## config.mk

```make
export PLATFORM = sky130hd
export DESIGN_NAME = cc_capture_sched
export DESIGN_NICKNAME = d
export VERILOG_FILES = /design/src/rtl/cc_sched_pkg.sv /design/src/rtl/cc_sched_watchdog.sv /design/src/rtl/cc_capture_sched.sv
export SDC_FILE = /design/constraint.sdc
export NUM_CORES = 1
export LEC_CHECK = 0
export BUFFER_PORTS_ARGS = -buffer_cell sky130_fd_sc_hd__buf_2
export CORE_UTILIZATION = 49
export CTS_CLUSTER_DIAMETER = 50
export DETAILED_ROUTE_END_ITERATION = 7
export GPL_TIMING_DRIVEN = 0
export PLACE_DENSITY = 0.81
export SKIP_CTS_REPAIR_TIMING = 1
export SYNTH_ARGS = -nofsm -noshare
export SYNTH_HDL_FRONTEND = slang
export SYNTH_SLANG_ARGS = --single-unit
```

## constraint.sdc

```tcl
create_clock -name cmos_clk_i -period 2.3 [get_ports cmos_clk_i]
set_input_delay 0 -clock cmos_clk_i [delete_from_list [all_inputs] [get_ports cmos_clk_i]]
set_output_delay 0 -clock cmos_clk_i [all_outputs]
set_load 0.01 [all_outputs]
```

## src/rtl/cc_sched_pkg.sv

```systemverilog
// Shared types and constants for the CMOS capture scheduler.
// The optional statistics block is enabled by defining CC_SCHED_STATS_EN.
package cc_sched_pkg;

  localparam int CNT_W_DEF  = 16;
  localparam int SKIP_W_DEF = 8;
  localparam int TMO_W_DEF  = 32;

  typedef enum logic [7:0] {
    ST_IDLE     = 8'b0000_0001,
    ST_SKIP     = 8'b0000_0010,
    ST_ARM      = 8'b0000_0100,
    ST_WAIT_SOF = 8'b0000_1000,
    ST_CAPTURE  = 8'b0001_0000,
    ST_STAT     = 8'b0010_0000,
    ST_DONE     = 8'b0100_0000,
    ST_ERR      = 8'b1000_0000
  } state_e;

  localparam logic [1:0] ERR_NONE  = 2'd0;
  localparam logic [1:0] ERR_TMO   = 2'd1;
  localparam logic [1:0] ERR_ABORT = 2'd2;
  localparam logic [1:0] ERR_EMPTY = 2'd3;

  function automatic logic [47:0] sat_add48(input logic [47:0] a, input logic [31:0] b);
    logic [48:0] sum;
    sum = {1'b0, a} + {17'd0, b};
    return sum[48] ? {48{1'b1}} : sum[47:0];
  endfunction

endpackage

```

## src/rtl/cc_sched_watchdog.sv

```systemverilog
// Frame-timeout watchdog: saturating cycle counter compared against a limit.
// A limit of zero disables expiry.
module cc_sched_watchdog
  import cc_sched_pkg::*;
#(
  parameter int TMO_W = TMO_W_DEF
) (
  input  logic             cmos_clk_i,
  input  logic             rst_n,
  input  logic             clr,
  input  logic             en,
  input  logic [TMO_W-1:0] timeout,
  output logic             expired
);

  logic [TMO_W-1:0] cnt_r;

  // cycle counter: clear wins, otherwise count while enabled and hold at all-ones
  always_ff @(posedge cmos_clk_i or negedge rst_n) begin
    if (!rst_n) begin
      cnt_r <= '0;
    end else if (clr) begin
      cnt_r <= '0;
    end else if (en && (cnt_r != {TMO_W{1'b1}})) begin
      cnt_r <= cnt_r + TMO_W'(1);
    end else begin
      cnt_r <= cnt_r;
    end
  end

  assign expired = (timeout != '0) && (cnt_r == timeout);

endmodule

```

## src/rtl/cc_capture_sched.sv

```systemverilog
// Capture scheduler: skips K frames, then arms the capture host for N frames,
// collecting per-frame statistics. Optional totals via CC_SCHED_STATS_EN.
module cc_capture_sched
  import cc_sched_pkg::*;
#(
  parameter int CNT_W  = CNT_W_DEF,
  parameter int SKIP_W = SKIP_W_DEF,
  parameter int TMO_W  = TMO_W_DEF
) (
  input  logic              cmos_clk_i,
  input  logic              rst_n,
  input  logic              cmos_vsync_i,
  input  logic              start_i,
  input  logic              abort_i,
  input  logic [CNT_W-1:0]  frames_i,
  input  logic [SKIP_W-1:0] skip_i,
  input  logic [TMO_W-1:0]  timeout_i,
  input  logic [31:0]       frame_length_i,
  input  logic [31:0]       bits_per_frame_i,
  output logic              arm_o,
  output logic              busy_o,
  output logic              done_o,
  output logic              error_o,
  output logic [1:0]        err_code_o,
  output logic [CNT_W-1:0]  frames_done_o,
  output logic [31:0]       last_len_o,
  output logic [31:0]       last_bits_o
`ifdef CC_SCHED_STATS_EN
  ,
  output logic [47:0]       total_bits_o,
  output logic [31:0]       max_len_o,
  output logic [31:0]       min_len_o
`endif
);

  state_e            state_r, state_next_s;
  logic              vsync_q_r;
  logic              vsync_rise_s;
  logic [CNT_W-1:0]  frames_r, frames_done_r;
  logic [SKIP_W-1:0] skip_cnt_r;
  logic [TMO_W-1:0]  tmo_r;
  logic [31:0]       last_len_r, last_bits_r;
  logic              error_r;
  logic [1:0]        err_code_r;
  logic              arm_r, done_r, busy_r;
  logic              start_ok_s, stat_upd_s, skip_dec_s, err_set_s;
  logic [1:0]        err_code_s;
  logic              wd_clr_s, wd_en_s, wd_expired_s;
  logic              last_frame_s;

  assign vsync_rise_s = cmos_vsync_i & ~vsync_q_r;
  // widened compare so frames_done+1 cannot wrap onto a small frames value
  assign last_frame_s = (({1'b0, frames_done_r} + (CNT_W+1)'(1)) == {1'b0, frames_r});

  cc_sched_watchdog #(.TMO_W(TMO_W)) u_watchdog (
    .cmos_clk_i (cmos_clk_i),
    .rst_n      (rst_n),
    .clr        (wd_clr_s),
    .en         (wd_en_s),
    .timeout    (tmo_r),
    .expired    (wd_expired_s)
  );

  assign wd_en_s  = (state_r == ST_SKIP) || (state_r == ST_WAIT_SOF) || (state_r == ST_CAPTURE);
  assign wd_clr_s = vsync_rise_s ||
                    (((state_next_s == ST_SKIP) || (state_next_s == ST_WAIT_SOF)) &&
                     (state_next_s != state_r));

  // next-state and per-cycle action decode; abort outranks every other event
  always_comb begin
    state_next_s = state_r;
    start_ok_s   = 1'b0;
    stat_upd_s   = 1'b0;
    skip_dec_s   = 1'b0;
    err_set_s    = 1'b0;
    err_code_s   = ERR_NONE;
    if (abort_i && (state_r != ST_IDLE) && (state_r != ST_ERR)) begin
      state_next_s = ST_ERR;
      err_set_s    = 1'b1;
      err_code_s   = ERR_ABORT;
    end else begin
      case (state_r)
        ST_IDLE: begin
          if (start_i && !abort_i) begin
            start_ok_s = 1'b1;
            if (frames_i == '0) begin
              state_next_s = ST_DONE;
            end else if (skip_i != '0) begin
              state_next_s = ST_SKIP;
            end else begin
              state_next_s = ST_ARM;
            end
          end else begin
            state_next_s = ST_IDLE;
          end
        end
        ST_SKIP: begin
          if (vsync_rise_s) begin
            skip_dec_s = 1'b1;
            if (skip_cnt_r == SKIP_W'(1)) begin
              state_next_s = ST_ARM;
            end else begin
              state_next_s = ST_SKIP;
            end
          end else if (wd_expired_s) begin
            state_next_s = ST_ERR;
            err_set_s    = 1'b1;
            err_code_s   = ERR_TMO;
          end else begin
            state_next_s = ST_SKIP;
          end
        end
        ST_ARM: state_next_s = ST_WAIT_SOF;
        ST_WAIT_SOF, ST_CAPTURE: begin
          if (vsync_rise_s) begin
            state_next_s = (state_r == ST_WAIT_SOF) ? ST_CAPTURE : ST_STAT;
          end else if (wd_expired_s) begin
            state_next_s = ST_ERR;
            err_set_s    = 1'b1;
            err_code_s   = ERR_TMO;
          end else begin
            state_next_s = state_r;
          end
        end
        ST_STAT: begin
          stat_upd_s = 1'b1;
          if (bits_per_frame_i == 32'd0) begin
            state_next_s = ST_ERR;
            err_set_s    = 1'b1;
            err_code_s   = ERR_EMPTY;
          end else if (last_frame_s) begin
            state_next_s = ST_DONE;
          end else begin
            state_next_s = ST_ARM;
          end
        end
        ST_DONE: state_next_s = ST_IDLE;
        ST_ERR:  state_next_s = ST_IDLE;
        default: state_next_s = ST_IDLE;
      endcase
    end
  end

  // state register, vsync edge history and registered strobes
  always_ff @(posedge cmos_clk_i or negedge rst_n) begin
    if (!rst_n) begin
      state_r   <= ST_IDLE;
      vsync_q_r <= 1'b0;
      arm_r     <= 1'b0;
      done_r    <= 1'b0;
      busy_r    <= 1'b0;
    end else begin
      state_r   <= state_next_s;
      vsync_q_r <= cmos_vsync_i;
      arm_r     <= (state_next_s == ST_ARM);
      done_r    <= (state_next_s == ST_DONE);
      busy_r    <= (state_next_s != ST_IDLE);
    end
  end

  // job parameters, progress counters, frame statistics and sticky error
  always_ff @(posedge cmos_clk_i or negedge rst_n) begin
    if (!rst_n) begin
      frames_r      <= '0;
      skip_cnt_r    <= '0;
      tmo_r         <= '0;
      frames_done_r <= '0;
      last_len_r    <= 32'd0;
      last_bits_r   <= 32'd0;
      error_r       <= 1'b0;
      err_code_r    <= ERR_NONE;
    end else if (start_ok_s) begin
      frames_r      <= frames_i;
      skip_cnt_r    <= skip_i;
      tmo_r         <= timeout_i;
      frames_done_r <= '0;
      error_r       <= 1'b0;
      err_code_r    <= ERR_NONE;
    end else begin
      if (skip_dec_s) begin
        skip_cnt_r <= skip_cnt_r - SKIP_W'(1);
      end
      if (stat_upd_s) begin
        last_len_r  <= frame_length_i;
        last_bits_r <= bits_per_frame_i;
        if (frames_done_r != {CNT_W{1'b1}}) begin
          frames_done_r <= frames_done_r + CNT_W'(1);
        end
      end
      if (err_set_s) begin
        error_r    <= 1'b1;
        err_code_r <= err_code_s;
      end
    end
  end

  assign arm_o         = arm_r;
  assign done_o        = done_r;
  assign busy_o        = busy_r;
  assign error_o       = error_r;
  assign err_code_o    = err_code_r;
  assign frames_done_o = frames_done_r;
  assign last_len_o    = last_len_r;
  assign last_bits_o   = last_bits_r;

`ifdef CC_SCHED_STATS_EN
  logic [47:0] total_bits_r;
  logic [31:0] max_len_r, min_len_r;

  // per-job totals, updated alongside the last-frame statistics
  always_ff @(posedge cmos_clk_i or negedge rst_n) begin
    if (!rst_n) begin
      total_bits_r <= 48'd0;
      max_len_r    <= 32'd0;
      min_len_r    <= 32'd0;
    end else if (start_ok_s) begin
      total_bits_r <= 48'd0;
      max_len_r    <= 32'd0;
      min_len_r    <= 32'hFFFF_FFFF;
    end else if (stat_upd_s) begin
      total_bits_r <= sat_add48(total_bits_r, bits_per_frame_i);
      max_len_r    <= (frame_length_i > max_len_r) ? frame_length_i : max_len_r;
      min_len_r    <= (frame_length_i < min_len_r) ? frame_length_i : min_len_r;
    end else begin
      total_bits_r <= total_bits_r;
    end
  end

  assign total_bits_o = total_bits_r;
  assign max_len_o    = max_len_r;
  assign min_len_o    = min_len_r;
`endif

endmodule

```

==> impl_metrics.ini <==
[status]
status = finished, violations left
violations = setup timing

[clock_tree]
cts_tree = done
clockBufferDepth = 2
clk_latency_ps = 440
cts_root_buffer = clkbuf_16
cts_inserted_buffers = 17
clk_pin_slew_ps = 80
cts_max_level = 4
cts_num_sinks = 183

[synthesis]
ys_ff_latch = 183
ys.warnings.count = 0
ys_seq_area_frac = 0.508
synth.top_cell.area_share = 0.505
ys_types = 60
synth_edf_count = 0
syn_nets = 1022
syn_inst = 893
synthArstFlopShare = 1.00
ys.flop_type = dfrtp_1
syn_avg_cell_area_um2 = 10.1
synth.largest_area_cell = dfrtp_1
syn_area_um2 = 9020
synth_area_leaders = dfrtp_1, mux2_2, nand2_1

[power_and_ir_drop]
peakVddDrop_v = 0.000692
cellLeakagePower_nw = 6.14
power_density_nw_per_um2 = 782
power_mw = 10.3

[drt]
routed_wl_um = 31500
wl_per_cell_um = 20.5
drt-vias-per-instance = 5.85
remaining_drc_errors = 0
firstDrtPassIters = 7
drtIter0Drc = 891
antenna_left = 0
via_count = 8959

[setup_path]
crit_end = last_bits_o[30]
critPathCaptureType = flip-flop
critPathLaunch = state_r[5]
rrSetupSlack_ps = -200
cp.required_ps = 2620
crit_type = reg2reg
arrival_ps = 2810
start_kind = flip-flop
r2r_cells = 8
reg2reg_to = last_bits_o[30]
critPathMaxFanout = 6
rr_startpoint = state_r[5]

[floorplan]
fp.coreArea_um2 = 18000
die_w_um = 138
rows = 49
initial_core_util = 0.500
dieArea_um2 = 18900
die_y_um = 138
ioPinCount = 211

[place]
io_buffers = 210
dp_slack_ps = -657
placed_cells = 1333
gp_congestion = 0.943
dp_hpwl_um = 17400

[finish]
layout_common_cells = buf_2, nand2_1, dfrtp_1
nFillCells = 1112
layout_commonest_cell = buf_2
drive_gt1_frac = 0.358
n_antenna_cell = 0
nets = 1418
finalNonFillerCells = 1531
area_growth_pct = 46.7

[global_route]
track_usage = 0.264
antenna_found_initial = 0
grt_pass1_vias = 7552
grt_pass1_wl_um = 38200
overflow = 0
grt_max_degree = 101

[min_path]
min_delay_path_depth = 5
min_from = start_i
hold_path_class = in2reg

[timing]
rsz0062_at_grt = true
fin_skew_ps = 20.3
min_period_over_period = 1.09
worst_slack_ps = -196
worst_pin_slew_ps = 664
fin_tns_setup_ps = -12970
finalHoldViolCount = 0
setup_violations = 132
period_needed_ps = 2500
maxSlewHeadroom = 0.557
fmax_mhz = 401
slew_violations = 0

[job]
maxCapViolCount = 0
==> cell families after synthesis <==
kind of cell,after synthesis,synth area share
AO/OA/AOI/OAI,64,0.0477
buffers and inverters,46,0.0237
multiplexers,67,0.0833
AND/OR/NAND/NOR,429,0.235
adder cells (fa/ha/maj),4,0.00555
flip-flops,183,0.508
XOR/XNOR,100,0.0971
==> metal layers <==
metal	global-route usage	vias to the layer above	wire, um
li1	-	3921	-
met1	0.346	4305	11600
met2	0.426	576	15500
met3	0.0629	157	2490
met4	0.0946	0	1850
met5	0	-	0
==> registers in the layout, summed over array words and instances, names as in the netlist, 2 cells and up <==
| signal | flops |
|---|---|
| err_code_o | 2 |
| frames_done_o | 16 |
| frames_r | 16 |
| last_bits_o | 32 |
| last_len_o | 32 |
| skip_cnt_r | 8 |
| state_r | 8 |
| tmo_r | 32 |
| u_watchdog.cnt_r | 32 |
==> through the flow <==
step            util  hold slack, ps  area [um2]
4_1_cts        0.613            -422       11000
5_1_grt        0.734            82.4       13200
2_1_floorplan      -            -296        9060
3_5_place_dp   0.579            32.3       10400
3_3_place_gp   0.577             167       10400
6_report       0.734            76.2       13200
==> worst min path at each step <==
stage	to	slack, ps
finish	state_r[0]	80
global route	err_code_o[0]	80
CTS	tmo_r[22]	-420
detailed placement	tmo_r[18]	30
global placement	vsync_q_r	170
floorplan	arm_o	-300
==> cells in the mapped netlist (4+ instances only) <==
library cell	count
a21o_1	5
a21oi_1	7
and2_1	7
and3_1	11
and4_1	9
buf_1	4
buf_2	6
buf_4	5
clkbuf_1	26
dfrtp_1	182
ha_1	4
mux2_2	64
nand2_1	180
nand2b_1	5
nand3_1	29
nand4_1	23
nor2_1	59
nor3_1	22
nor3b_1	7
nor4_1	47
nor4b_1	6
o21ai_0	18
o21ai_1	5
o22ai_1	4
or3_1	4
or4_1	6
xnor2_1	48
xor2_1	52
==> where the power goes <==
part	total [mW]	leakage, nW	internal [mW]	switching (mW)
clock network	3.09	0.295	1.66	1.43
logic	2.82	3.55	1.30	1.52
registers	4.43	2.29	3.79	0.639
==> critical path, stage by stage, from the launching register on <==
cell and delay, ps:
dfrtp_2 460, or4_4 590, o41a_1 340, buf_6 150, nor2_4 120, buf_4 140
clkbuf_16 130, buf_4 100, mux2_2 340
==> cell type report <==
type                    instances  area [um2]  share of cell area
clock buffers                  17         425              0.0321
repair buffers                387        2800               0.212
well taps                     229         287              0.0217
flip-flops and latches        183        4590               0.347
clock inverters                15         184              0.0139
multi-input cells             664        4590               0.347
inverters                       3        11.3            0.000851
plain buffers                  33         335              0.0253
Power figures use the tool's default switching activity.
